===== src/rtl/rgb_frame_loader_if.sv =====
// Host byte stream and committed PL9823 colour bus for rgb_frame_loader.
// valid/ready: a byte moves on a rising edge where in_valid and in_ready are both 1; in_sof and in_data are only meaningful when in_valid is 1.
interface rgb_frame_loader_if;
    logic [7:0] in_data;
    logic       in_valid;
    logic       in_sof;
    logic       in_ready;
    logic [7:0] D1_ROT;
    logic [7:0] D1_GRUEN;
    logic [7:0] D1_BLAU;
    logic [7:0] D2_ROT;
    logic [7:0] D2_GRUEN;
    logic [7:0] D2_BLAU;
    logic [7:0] D3_ROT;
    logic [7:0] D3_GRUEN;
    logic [7:0] D3_BLAU;
    logic       frame_done;
    logic       frame_err;
    logic [1:0] dbg_state;

    modport slave (
        input  in_data, in_valid, in_sof,
        output in_ready,
        output D1_ROT, D1_GRUEN, D1_BLAU, D2_ROT, D2_GRUEN, D2_BLAU, D3_ROT, D3_GRUEN, D3_BLAU,
        output frame_done, frame_err, dbg_state
    );

    modport master (
        output in_data, in_valid, in_sof,
        input  in_ready,
        input  D1_ROT, D1_GRUEN, D1_BLAU, D2_ROT, D2_GRUEN, D2_BLAU, D3_ROT, D3_GRUEN, D3_BLAU,
        input  frame_done, frame_err, dbg_state
    );
endinterface


===== src/rtl/rgb_frame_loader.sv =====
// Collects 9-byte RGB frames into shadow registers and commits them atomically to the
// three-LED colour outputs; partial frames are dropped on a new sof or an inter-byte timeout.
module rgb_frame_loader #(
    parameter int TIMEOUT_CYCLES = 50000,
    parameter int CNT_W          = 16
) (
    input  logic                clk,
    input  logic                reset_n,
    rgb_frame_loader_if.slave   bus
);

    typedef enum logic [1:0] {
        ST_IDLE   = 2'd0,
        ST_LOAD   = 2'd1,
        ST_COMMIT = 2'd2
    } state_t;

    // Timeout fires on the idle edge that would bring the count to TIMEOUT_CYCLES.
    localparam logic [CNT_W-1:0] LP_TO_LAST = CNT_W'(TIMEOUT_CYCLES - 1);

    state_t           r_state;
    logic [3:0]       r_idx;
    logic [CNT_W-1:0] r_cnt;
    logic [7:0]       r_shadow [0:8];
    logic [7:0]       r_d      [0:8];
    logic             r_ready;
    logic             r_done;
    logic             r_err;
    logic             w_xfer;

    assign w_xfer = bus.in_valid & r_ready;

    always_ff @(posedge clk or negedge reset_n) begin
        if (!reset_n) begin
            r_state <= ST_IDLE;
            r_idx   <= 4'd0;
            r_cnt   <= '0;
            r_ready <= 1'b0;
            r_done  <= 1'b0;
            r_err   <= 1'b0;
            for (int i = 0; i < 9; i++) begin
                r_shadow[i] <= 8'h00;
                r_d[i]      <= 8'h00;
            end
        end else begin
            r_done  <= 1'b0;
            r_err   <= 1'b0;
            r_ready <= 1'b1;
            case (r_state)
                ST_IDLE: begin
                    r_cnt <= '0;
                    r_idx <= 4'd0;
                    if (w_xfer) begin
                        if (bus.in_sof) begin
                            r_shadow[0] <= bus.in_data;
                            r_idx       <= 4'd1;
                            r_state     <= ST_LOAD;
                        end else begin
                            r_err <= 1'b1;
                        end
                    end
                end
                ST_LOAD: begin
                    if (w_xfer) begin
                        r_cnt <= '0;
                        if (bus.in_sof) begin
                            r_err       <= 1'b1;
                            r_shadow[0] <= bus.in_data;
                            r_idx       <= 4'd1;
                        end else begin
                            r_shadow[r_idx] <= bus.in_data;
                            if (r_idx == 4'd8) begin
                                r_idx   <= 4'd0;
                                r_ready <= 1'b0;
                                r_state <= ST_COMMIT;
                            end else begin
                                r_idx <= r_idx + 4'd1;
                            end
                        end
                    end else if (r_cnt >= LP_TO_LAST) begin
                        r_err   <= 1'b1;
                        r_cnt   <= '0;
                        r_idx   <= 4'd0;
                        r_state <= ST_IDLE;
                    end else if (r_cnt != '1) begin
                        r_cnt <= r_cnt + CNT_W'(1);
                    end
                end
                ST_COMMIT: begin
                    for (int i = 0; i < 9; i++) begin
                        r_d[i] <= r_shadow[i];
                    end
                    r_done  <= 1'b1;
                    r_idx   <= 4'd0;
                    r_cnt   <= '0;
                    r_state <= ST_IDLE;
                end
                default: begin
                    r_idx   <= 4'd0;
                    r_cnt   <= '0;
                    r_state <= ST_IDLE;
                end
            endcase
        end
    end

    assign bus.in_ready   = r_ready;
    assign bus.frame_done = r_done;
    assign bus.frame_err  = r_err;
    assign bus.dbg_state  = r_state;

    assign bus.D1_ROT   = r_d[0];
    assign bus.D1_GRUEN = r_d[1];
    assign bus.D1_BLAU  = r_d[2];
    assign bus.D2_ROT   = r_d[3];
    assign bus.D2_GRUEN = r_d[4];
    assign bus.D2_BLAU  = r_d[5];
    assign bus.D3_ROT   = r_d[6];
    assign bus.D3_GRUEN = r_d[7];
    assign bus.D3_BLAU  = r_d[8];

endmodule


===== src/flat_wrapper.sv =====
// flat-port wrapper written by rule: the top's interface ports become plain ports
module rgb_frame_loader_flat 
#(
    parameter int TIMEOUT_CYCLES = 50000,
    parameter int CNT_W          = 16
)
  (clk, reset_n, bus_in_data, bus_in_valid, bus_in_sof, bus_in_ready, bus_D1_ROT, bus_D1_GRUEN, bus_D1_BLAU, bus_D2_ROT, bus_D2_GRUEN, bus_D2_BLAU, bus_D3_ROT, bus_D3_GRUEN, bus_D3_BLAU, bus_frame_done, bus_frame_err, bus_dbg_state);
  rgb_frame_loader_if bus_i ();
  input  logic clk;
  input  logic reset_n;
  input wire logic [$bits(bus_i.in_data)-1:0] bus_in_data;
  input wire logic [$bits(bus_i.in_valid)-1:0] bus_in_valid;
  input wire logic [$bits(bus_i.in_sof)-1:0] bus_in_sof;
  output wire logic [$bits(bus_i.in_ready)-1:0] bus_in_ready;
  output wire logic [$bits(bus_i.D1_ROT)-1:0] bus_D1_ROT;
  output wire logic [$bits(bus_i.D1_GRUEN)-1:0] bus_D1_GRUEN;
  output wire logic [$bits(bus_i.D1_BLAU)-1:0] bus_D1_BLAU;
  output wire logic [$bits(bus_i.D2_ROT)-1:0] bus_D2_ROT;
  output wire logic [$bits(bus_i.D2_GRUEN)-1:0] bus_D2_GRUEN;
  output wire logic [$bits(bus_i.D2_BLAU)-1:0] bus_D2_BLAU;
  output wire logic [$bits(bus_i.D3_ROT)-1:0] bus_D3_ROT;
  output wire logic [$bits(bus_i.D3_GRUEN)-1:0] bus_D3_GRUEN;
  output wire logic [$bits(bus_i.D3_BLAU)-1:0] bus_D3_BLAU;
  output wire logic [$bits(bus_i.frame_done)-1:0] bus_frame_done;
  output wire logic [$bits(bus_i.frame_err)-1:0] bus_frame_err;
  output wire logic [$bits(bus_i.dbg_state)-1:0] bus_dbg_state;
  assign bus_i.in_data = bus_in_data;
  assign bus_i.in_valid = bus_in_valid;
  assign bus_i.in_sof = bus_in_sof;
  assign bus_in_ready = bus_i.in_ready;
  assign bus_D1_ROT = bus_i.D1_ROT;
  assign bus_D1_GRUEN = bus_i.D1_GRUEN;
  assign bus_D1_BLAU = bus_i.D1_BLAU;
  assign bus_D2_ROT = bus_i.D2_ROT;
  assign bus_D2_GRUEN = bus_i.D2_GRUEN;
  assign bus_D2_BLAU = bus_i.D2_BLAU;
  assign bus_D3_ROT = bus_i.D3_ROT;
  assign bus_D3_GRUEN = bus_i.D3_GRUEN;
  assign bus_D3_BLAU = bus_i.D3_BLAU;
  assign bus_frame_done = bus_i.frame_done;
  assign bus_frame_err = bus_i.frame_err;
  assign bus_dbg_state = bus_i.dbg_state;
  rgb_frame_loader #(.TIMEOUT_CYCLES(TIMEOUT_CYCLES), .CNT_W(CNT_W)) u_core (.clk(clk), .reset_n(reset_n), .bus(bus_i));
endmodule

===== config.mk =====
export PLATFORM = sky130hd
export DESIGN_NAME = rgb_frame_loader_flat
export DESIGN_NICKNAME = d
export VERILOG_FILES = /design/src/rtl/rgb_frame_loader_if.sv /design/src/rtl/rgb_frame_loader.sv /design/src/flat_wrapper.sv
export SDC_FILE = /design/constraint.sdc
export NUM_CORES = 1
export LEC_CHECK = 0
export CAP_MARGIN = 25
export CELL_PAD_IN_SITES_DETAIL_PLACEMENT = 0
export CELL_PAD_IN_SITES_GLOBAL_PLACEMENT = 1
export CORE_ASPECT_RATIO = 0.9
export CORE_MARGIN = 8
export CORE_UTILIZATION = 49
export DETAILED_ROUTE_END_ITERATION = 12
export GPL_ROUTABILITY_DRIVEN = 0
export PLACE_DENSITY = 0.81
export SKIP_LAST_GASP = 1
export SLEW_MARGIN = 40
export SYNTH_ARGS = -nofsm -noshare
export SYNTH_HDL_FRONTEND = slang
export SYNTH_SLANG_ARGS = --single-unit

===== constraint.sdc =====
create_clock -name clk -period 3.6 [get_ports clk]
set_input_delay 0.36 -clock clk [delete_from_list [all_inputs] [get_ports clk]]
set_output_delay 0.36 -clock clk [all_outputs]
set_load 0.005 [all_outputs]

==> results of run 1 <==
-- through the flow --
step                      cells  instance area [µm²]  hold WS (ns)
after CTS                   737                 8470        0.0184
after global placement      705                 7910         0.461
after detailed placement    705                 7910         0.464
final                       738                 8500       -0.0211
after global routing        738                 8500        0.0313
after floorplan             454                 6830        0.0644
-- cell families after synthesis --
family          count (synthesis)  synth area share
xor+xnor                        2           0.00256
simple gates                   81            0.0771
compound gates                 30            0.0333
buf+inv                        18            0.0143
fa+ha+maj                       5           0.00916
mux                           149             0.245
flops                         169             0.619
-- synth_stat cells, drive strengths merged (2+ instances only) --
cell type  count
inv            4
nor3           5
and4           2
and3           2
o21ai          2
or3            2
nand2b         2
nor2          15
clkbuf         2
buf           12
nand4         10
nand3         18
a21oi          6
a211oi         8
mux2         144
ha             5
or2            2
nor4           5
or4            4
nand2          8
dfrtp        169
mux2i          5
a31oi          6
nor2b          3
-- area by class of cell --
type	instances	area, µm²	area share
multi-input cells	267	2510	0.296
flip-flops and latches	169	4230	0.498
clock buffers	24	472	0.0555
inverters	4	15.0	0.00177
repair buffers	94	960	0.113
clock inverters	8	95.1	0.0112
well taps	172	215	0.0253
-- final timing paths --
path / slack [ns] / to / start
worst max-delay path: 1.38 / u_core.r_shadow[5] / u_core.r_idx[0]
worst min-delay path: -0.02 / u_core.bus.in_ready / reset_n
min in group clk: 0.49 / u_core.bus.D2_ROT[4] / u_core.r_shadow[44]
max in group asynchronous: 2.74 / u_core.r_shadow[47] / reset_n
worst min register to register: 0.49 / u_core.bus.D2_ROT[4] / u_core.r_shadow[44]
worst max register to register: 1.38 / u_core.r_shadow[5] / u_core.r_idx[0]
-- layer usage --
layer / up-vias / global-route usage
met1: 2148 / 0.224
met4: 0 / 0.0568
met2: 91 / 0.252
li1: 1872 / -
met3: 19 / 0.0532
met5: - / 0
-- where the power goes --
group / internal (mW) / total [mW] / leakage, nW / switching, mW
Clock: 1.05 / 1.76 / 0.274 / 0.709
Combinational: 0.385 / 0.706 / 1.35 / 0.321
Sequential: 2.24 / 2.45 / 2.27 / 0.216
-- sequential cells by signal, summed over array words and instances (netlist names) --
name and flops:
u_core.bus.D1_BLAU 8, u_core.bus.D1_GRUEN 8, u_core.bus.D1_ROT 8, u_core.bus.D2_BLAU 8, u_core.bus.D2_GRUEN 8, u_core.bus.D2_ROT 8
u_core.bus.D3_BLAU 8, u_core.bus.D3_GRUEN 8, u_core.bus.D3_ROT 8, u_core.bus.dbg_state 2, u_core.bus.frame_done 1, u_core.bus.frame_err 1
u_core.bus.in_ready 1, u_core.r_cnt 16, u_core.r_idx 4, u_core.r_shadow 72
==> results.md, run 1 <==
* Fmax at 450 MHz
* HP Class: in -> async
* Vias/cell at 5.60
* Die width at 140 µm
* Pre-CTS setup slack at 0.986 ns
* Commonest non-fill, non-tap cell in the layout: dfrtp_1
* Layout Area Growth over Synthesis at 24.4%
* Peak VDD IR at 325 µV
* Relative slew slack at 0.488
* Minimum clock period at 2.22 ns
* R2R depth at 5
* TritonCTS clock tree: done
* Die H at 128 µm
* Antenna violations before repair at 0
* Clock Path Buffers at 2
* IO buf count at 88
* Post-synthesis sequential area ratio at 0.619
* Metal2 WL at 6.65 mm
* First-pass GRT wire length at 23.3 mm
* Met3 Routed Length at 765 µm
* Buf+Inv Stages, Crit Path at 1
* Status: complete, but fails checks
* Initial core utilization at 0.495
* Post-CTS Setup Inserts at 0
* Hold_buf cts at 0
* Commonest cells after routing, fill and taps aside: dfrtp_1 (169), mux2_2 (144), clkdlybuf4s50_1 (87), clkbuf_16 (18), nor2_1 (14)
* Initial DRC count at 220
* Share of layout cells above drive strength 1 at 0.343
* Ys flop type: dfrtp_1
* Crit path depth at 5
* Worst-Skew Late Latency at 0.42 ns
* Die ar. at 18,000 µm²
* Final #Nets at 570
* Fin Clk Skew at 0.00584 ns
* Count of pins over their slew limit at 0
* RSZ-0062 raised after global routing: no
* Row count at 41
* CP max stage cell: nor4_4
* First-pass DRT Iterations at 4
* Max stage delay on crit path at 0.67 ns
* Max Cap Viol at 0
* Post-route setup TNS at 0 ns
* Final core utilization at 0.616
* CTS Buf Count at 17
* Crit-path cells: inv_1 -> ha_1 -> nand3b_4 -> nor4_4 -> mux2_2
* Clk sink count at 169
* Failing checks: negative hold slack
* Syn_area_per_cell at 15.1 µm²
* Cts repair resizes at 0
* Post-synth top area share at 0.619
* Setup violators final at 0
* Fillers at 1,048
* Global route total overflow at 0
* Crit Path Class: reg -> reg
* Post-Synthesis Net Count at 471
* Pin count of the biggest net entering global routing at 85
* Minimum hold slack at -0.0211 ns
* Setup crit start kind: register
* Final worst slack at 1.38 ns
* Synth area leader: dfrtp_1
* Post-Syn Area at 6830 µm²
* Worst-Margin Slew at 0.762 ns
* Yosys reg bits at 169
* Ant diodes at 0
* Core area at 13,800 µm²
* DR top layer: met4
* Drt total wl at 14.4 mm
* CP delay by family, top: simple AND/OR/NAND/NOR gates
* Tot GR Track Use at 0.167
* Number of global-route vias before repair at 4,214
* Distinct cells, synth at 46
* Worst Path Required at 3.90 ns
* Pwr Total at 4.92 mW
* Async S/R FF share, synth at 1.00
* Setup crit end kind: register
* Root Buffer: clkbuf_16
* Syn Inst Count at 454
* Data arrival, critical path at 2.53 ns
* Hold Fails Final Rpt at 30
* DR vias at 4,130
* DR DRC count at 0
* CTS clk-pin slew, worst paths at 0.06 ns
* Number of synthesized flops with an enable pin at 0
* Ys Warns at 0
* Area contributors post-synth: dfrtp_1 (62%), mux2_2 (24%), ha_1 (0.92%)
* H-tree levels at 4
* I/O pins at 89
* Wirelength per Cell at 19.5 µm
* Post-route clock period utilization at 0.617
* Leak Pwr at 3.89 nW
* Worst-path maximum fanout at 10
* DPL Wire Length at 9.56 mm
* Pwr/cell area at 579 nW/µm²
* Met1 wire length at 6.80 mm
* ANT nets after route at 0
Note: power is estimated with default switching activity, not from simulation.
==> inputs of run 2 (changes only) <==
Settings changed: CORE_UTILIZATION 49 to 46, PLACE_DENSITY 0.81 to 0.77.
Clock period 3.6 ns to 2.1 ns, I/O delays scaled along.
==> run 2 against run 1 <==
  * The run now ends clean
  * Final area up 2.6%
  * Clock-buffer cell count fell by 7
  * Maximum frequency rose by 13%
  * Combinational power up 81%
  * Critical path depth grew 1
  * Sequential share of layout area decreased by 1.3 points
  * Clock power grew 89%
  * Power increased by 79%
  * Routed wire length is 3.9% higher
  * Non-clock buffer count rose by 13
  * Worst hold slack better by 0.23 ns
  * Via count up 0.36%
==> results.md, run 2 (same netlist as run 1, synthesis figures left out) <==
* Status: finished clean
* Vias/cell at 5.33
* Clock Path Buffers at 2
* Placed cell areas at 8070 µm²
* Pwr/cell area at 1010 nW/µm²
* Final #Nets at 583
* Biggest regs: u_core.r_shadow (72), u_core.r_cnt (16)
* DR DRC count at 0
* Pre-CTS setup slack at 0.111 ns
* Tot GR Track Use at 0.166
* Cts repair resizes at 0
* Reg2reg setup slack at 0.14 ns
* Fin cells at 777
* Largest register by flop count: u_core.r_shadow
* Commonest cells after routing, fill and taps aside: dfrtp_1 (169), mux2_2 (144), clkdlybuf4s50_1 (87), clkbuf_16 (17)
* Ant diodes at 0
* First-pass DRT Iterations at 4
* Final core utilization at 0.597
* Global route total overflow at 0
* Commonest non-fill, non-tap cell in the layout: dfrtp_1
* Reg2Reg Launch Point: u_core.r_idx[0]
* HP Class: in -> async
* TritonCTS clock tree: done
* Root Buffer: clkbuf_16
* Final worst slack at 0.139 ns
* Post-route cell area at 8720 µm²
* Worst-path maximum fanout at 10
* Fmax at 510 MHz
* Die width at 144 µm
* Core area at 14,600 µm²
* IO buf count at 88
* Worst Path Required at 2.40 ns
* Initial core utilization at 0.468
* Row count at 42
* Crit Path Class: reg -> reg
* Fin Clk Skew at 0.0142 ns
* Pin count of the biggest net entering global routing at 88
* Antenna violations before repair at 0
* CTS Buf Count at 17
* Minimum hold slack at 0.205 ns
* Crit path launch: u_core.r_idx[0]
* Wirelength per Cell at 19.3 µm
* Relative slew slack at 0.626
* Drt total wl at 15.0 mm
* I/O pins at 89
* Max Cap Viol at 0
* RSZ-0062 raised after global routing: no
* Peak VDD IR at 735 µV
* CTS clk-pin slew, worst paths at 0.07 ns
* Die H at 132 µm
* DR vias at 4,145
* Share of layout cells above drive strength 1 at 0.364
* Setup violators final at 0
* Post-route clock period utilization at 0.934
* Worst-Margin Slew at 0.560 ns
* Setup crit start kind: register
* Clk sink count at 169
* DPL Wire Length at 10.1 mm
* Reg-to-Reg End: u_core.r_shadow[2]
* Hold Fails Final Rpt at 0
* Placed insts at 744
* Post-route setup TNS at 0 ns
* Die ar. at 19,000 µm²
* Number of global-route vias before repair at 4,375
* Pwr Total at 8.82 mW
* R2R depth at 6
* Data arrival, critical path at 2.26 ns
* ANT nets after route at 0
* Largest register FFs at 72
* Leak Pwr at 4.00 nW
* Initial DRC count at 269
* Worst-Skew Late Latency at 0.42 ns
* Layout Area Growth over Synthesis at 27.6%
* Minimum clock period at 1.96 ns
* Count of pins over their slew limit at 0
* Setup crit end kind: register
* First-pass GRT wire length at 24.5 mm
* H-tree levels at 4
==> run 2: cell count changes in the layout (fill, tap and decap cells not counted), moves of 3 or more <==
| cell | change |
|---|---|
| clkinv_2 | -3 |
| buf_4 | +10 |
| inv_6 | +5 |
| clkinv_4 | +5 |
| buf_12 | +3 |
| clkbuf_1 | -5 |
| clkbuf_8 | -3 |
==> run 2: power breakdown <==
group / switching (mW) / internal, mW
Combinational: 0.583 / 0.702
Clock: 1.32 / 2.02
Sequential: 0.362 / 3.84
Total: 2.26 / 6.56
==> run 2: critical path: stages (launching register included) <==
cell      delay [ns]
dfrtp_1         0.44
inv_1           0.17
ha_1            0.27
nand3b_4        0.14
nor4_4          0.23
buf_4           0.24
mux2_2          0.36
==> run 2: area by class of cell <==
| class | instances | area [µm²] |
|---|---|---|
| fillers | 1192 | 5890 |
| inverters | 4 | 15.0 |
| clock buffers | 17 | 425 |
| clock inverters | 15 | 213 |
| multi-input cells | 267 | 2510 |
| flip-flops and latches | 169 | 4230 |
| repair buffers | 107 | 1080 |
| well taps | 198 | 248 |
==> run 2: worst max-delay path by stage <==
stage	end	slack [ns]	cells after the start
floorplan	u_core.r_shadow[0]	0.29	5
CTS	u_core.r_shadow[2]	0.15	6
global route	u_core.r_shadow[0]	0.06	6
global placement	u_core.r_shadow[52]	0.14	7
finish	u_core.r_shadow[2]	0.14	6
detailed placement	u_core.r_shadow[24]	0.11	6
==> run 2: repair_timing <==
action                                  4_1_cts  5_1_grt
setup buffers                                 0        0
endpoints found under the setup margin        0        0
hold buffers                                  1        0
hold endpoints to repair                     82        0
==> run 2: per-layer routing <==
metal | track usage | share of wire
met2 | 0.247 | 0.46
met5 | 0 | 0
met4 | 0.0474 | 0.0072
met1 | 0.229 | 0.47
met3 | 0.0514 | 0.056
==> inputs of run 3 (changes only) <==
Settings changed: ABC_AREA set to 1, CORE_UTILIZATION 46 to 42, PLACE_DENSITY 0.77 to 0.76.
==> run 3 against run 2 <==
  * Clock power down 10%
  * Non-clock buffer count down 8
  * Power down 15%
  * Routed wire length up 6.8%
  * Via count up 23%
  * Final area down 1.6%
==> results.md, run 3 <==
* Core area at 16,100 µm²
* Synth area leader: dfrtp_1
* Yosys reg bits at 169
* Die width at 152 µm
* Post-Syn Area at 6940 µm²
* First-pass GRT wire length at 26.4 mm
* Syn Inst Count at 734
* Tot GR Track Use at 0.162
* Commonest non-fill, non-tap cell in the layout: nand2_1
* Vias/cell at 4.89
* I/O pins at 89
* Cts repair resizes at 0
* Initial core utilization at 0.430
* Syn_area_per_cell at 9.46 µm²
* Leak Pwr at 4.17 nW
* Post-synthesis sequential area ratio at 0.609
* Clock Path Buffers at 2
* Post-route clock period utilization at 0.873
* Fin Clk Skew at 0.00815 ns
* Post-route setup TNS at 0 ns
* Initial DRC count at 299
* Fillers at 1,490
* CTS Buf Count at 17
* Share of layout cells above drive strength 1 at 0.0883
* Commonest cells after routing, fill and taps aside: nand2_1 (317), dfrtp_1 (169), clkdlybuf4s50_1 (87), o21ai_1 (64), nor2_1 (35)
* Ys flop type: dfrtp_1
* H-tree levels at 4
* Hold_buf cts at 1
* IO buf count at 88
* Root Buffer: clkbuf_16
* Ys Warns at 0
* Setup crit end kind: register
* Clk sink count at 169
* Wirelength per Cell at 15.3 µm
* Peak VDD IR at 612 µV
* Pin count of the biggest net entering global routing at 74
* Number of global-route vias before repair at 5,094
* HP Class: in -> async
* Count of pins over their slew limit at 0
* Pwr/cell area at 870 nW/µm²
* Distinct cells, synth at 36
* Drt total wl at 16.0 mm
* Hold Fails Final Rpt at 0
* Number of synthesized flops with an enable pin at 0
* Setup crit start kind: register
* Post-CTS Setup Inserts at 0
* Die H at 138 µm
* DR DRC count at 0
* Worst-Skew Late Latency at 0.43 ns
* Status: finished clean
* Data arrival, critical path at 2.19 ns
* Final #Nets at 842
* Fmax at 546 MHz
* Antenna violations before repair at 0
* Max Cap Viol at 0
* Post-Synthesis Net Count at 751
* Global route total overflow at 0
* Area contributors post-synth: dfrtp_1 (61%), nand2_1 (17%), o21ai_1 (4.6%)
* Biggest regs: u_core.r_shadow (72), u_core.r_cnt (16)
* DR vias at 5,107
* Die ar. at 20,900 µm²
* Final core utilization at 0.532
* Ant diodes at 0
* CTS clk-pin slew, worst paths at 0.07 ns
* Crit Path Class: reg -> reg
* Worst-Margin Slew at 0.786 ns
* First-pass DRT Iterations at 4
* Minimum clock period at 1.83 ns
* Row count at 44
* Relative slew slack at 0.476
* Largest register FFs at 72
* Post-synth top area share at 0.609
* Worst-path maximum fanout at 8
* RSZ-0062 raised after global routing: no
* Async S/R FF share, synth at 1.00
* List of most frequent post-synthesis cells: nand2_1 (317), dfrtp_1 (169), o21ai_1 (64)
* DPL Wire Length at 10.8 mm
* Setup violators final at 0
* Layout Area Growth over Synthesis at 23.6%
* TritonCTS clock tree: done
* ANT nets after route at 0
* Top-count cell post-synth: nand2_1
* Largest register by flop count: u_core.r_shadow
* Worst Path Required at 2.45 ns
-- run 3: cell count changes in the layout (fill, tap and decap cells not counted), moves of 6 or more --
| cell | change |
|---|---|
| o21ai_2 | +8 |
| buf_4 | -6 |
| inv_1 | +22 |
| nand2_1 | +309 |
| nand4_1 | -8 |
| o21ai_1 | +64 |
| mux2_2 | -144 |
| xor2_1 | +7 |
| nor2_1 | +21 |
| nand3_1 | +7 |
-- run 3: critical path: stages, from the launching register on --
cell and delay [ns]:
dfrtp_1 0.42, ha_1 0.26, nand3_1 0.13, nand3_1 0.09, nand3_1 0.13, nand2_1 0.21, nor2_1 0.30, nand3_1 0.12
nor2_1 0.11
-- run 3: where the power goes --
| group | leakage (nW) | switching (mW) | total, mW | internal (mW) |
|---|---|---|---|---|
| combinational | 1.57 | 0.507 | 0.793 | 0.286 |
| sequential | 2.32 | 0.168 | 3.68 | 3.51 |
| clock | 0.274 | 1.25 | 2.99 | 1.74 |
-- run 3: worst paths after layout --
check	startpoint	to	slack (ns)	depth (start not counted)
worst max-delay path	u_core.r_cnt[0]	u_core.r_cnt[13]	0.27	8
worst min-delay path	reset_n	u_core.r_shadow[14]	0.29	2
worst max register to register	u_core.r_cnt[0]	u_core.r_cnt[13]	0.27	8
worst min register to register	u_core.bus.D1_ROT[0]	u_core.bus.D1_ROT[0]	0.47	2
max in group asynchronous	reset_n	u_core.r_shadow[68]	1.13	3
min in group clk	u_core.bus.D1_ROT[0]	u_core.bus.D1_ROT[0]	0.47	2
-- run 3: area by class of cell --
class,instances,area [µm²],share of cell area
multi-input cells,507,2420,0.282
clock buffers,20,437,0.0509
inverters,31,119,0.0139
clock inverters,12,126,0.0147
well taps,207,259,0.0302
repair buffers,99,992,0.116
flip-flops and latches,169,4230,0.493
-- run 3: stage by stage --
stage / setup slack, ns / cell area, µm² / power (mW) / std cells / hold WS, ns
5_1_grt: 0.131 / 8580 / 7.81 / 1045 / 0.319
4_1_cts: 0.291 / 8580 / 7.54 / 1045 / 0.303
2_1_floorplan: 0.488 / 6940 / 4.22 / 734 / -0.0856
6_report: 0.267 / 8580 / 7.46 / 1045 / 0.290
3_3_place_gp: 0.239 / 8000 / 4.50 / 1012 / 0.171
3_5_place_dp: 0.188 / 8010 / 4.53 / 1012 / 0.184
-- run 3: logic make-up after synthesis --
logic type,synth area share
AND/OR/NAND/NOR,0.256
XOR/XNOR,0.0126
buffers and inverters,0.0434
AO/OA/AOI/OAI,0.0696
flip-flops,0.609
adder cells (fa/ha/maj),0.00901
-- run 3: layer usage --
| layer | GRT usage | vias up | wire (µm) |
|---|---|---|---|
| li1 | - | 2530 | - |
| met1 | 0.207 | 2449 | 7420 |
| met2 | 0.263 | 113 | 7470 |
| met3 | 0.0408 | 15 | 906 |
| met4 | 0.0593 | 0 | 188 |
| met5 | 0 | - | 0 |
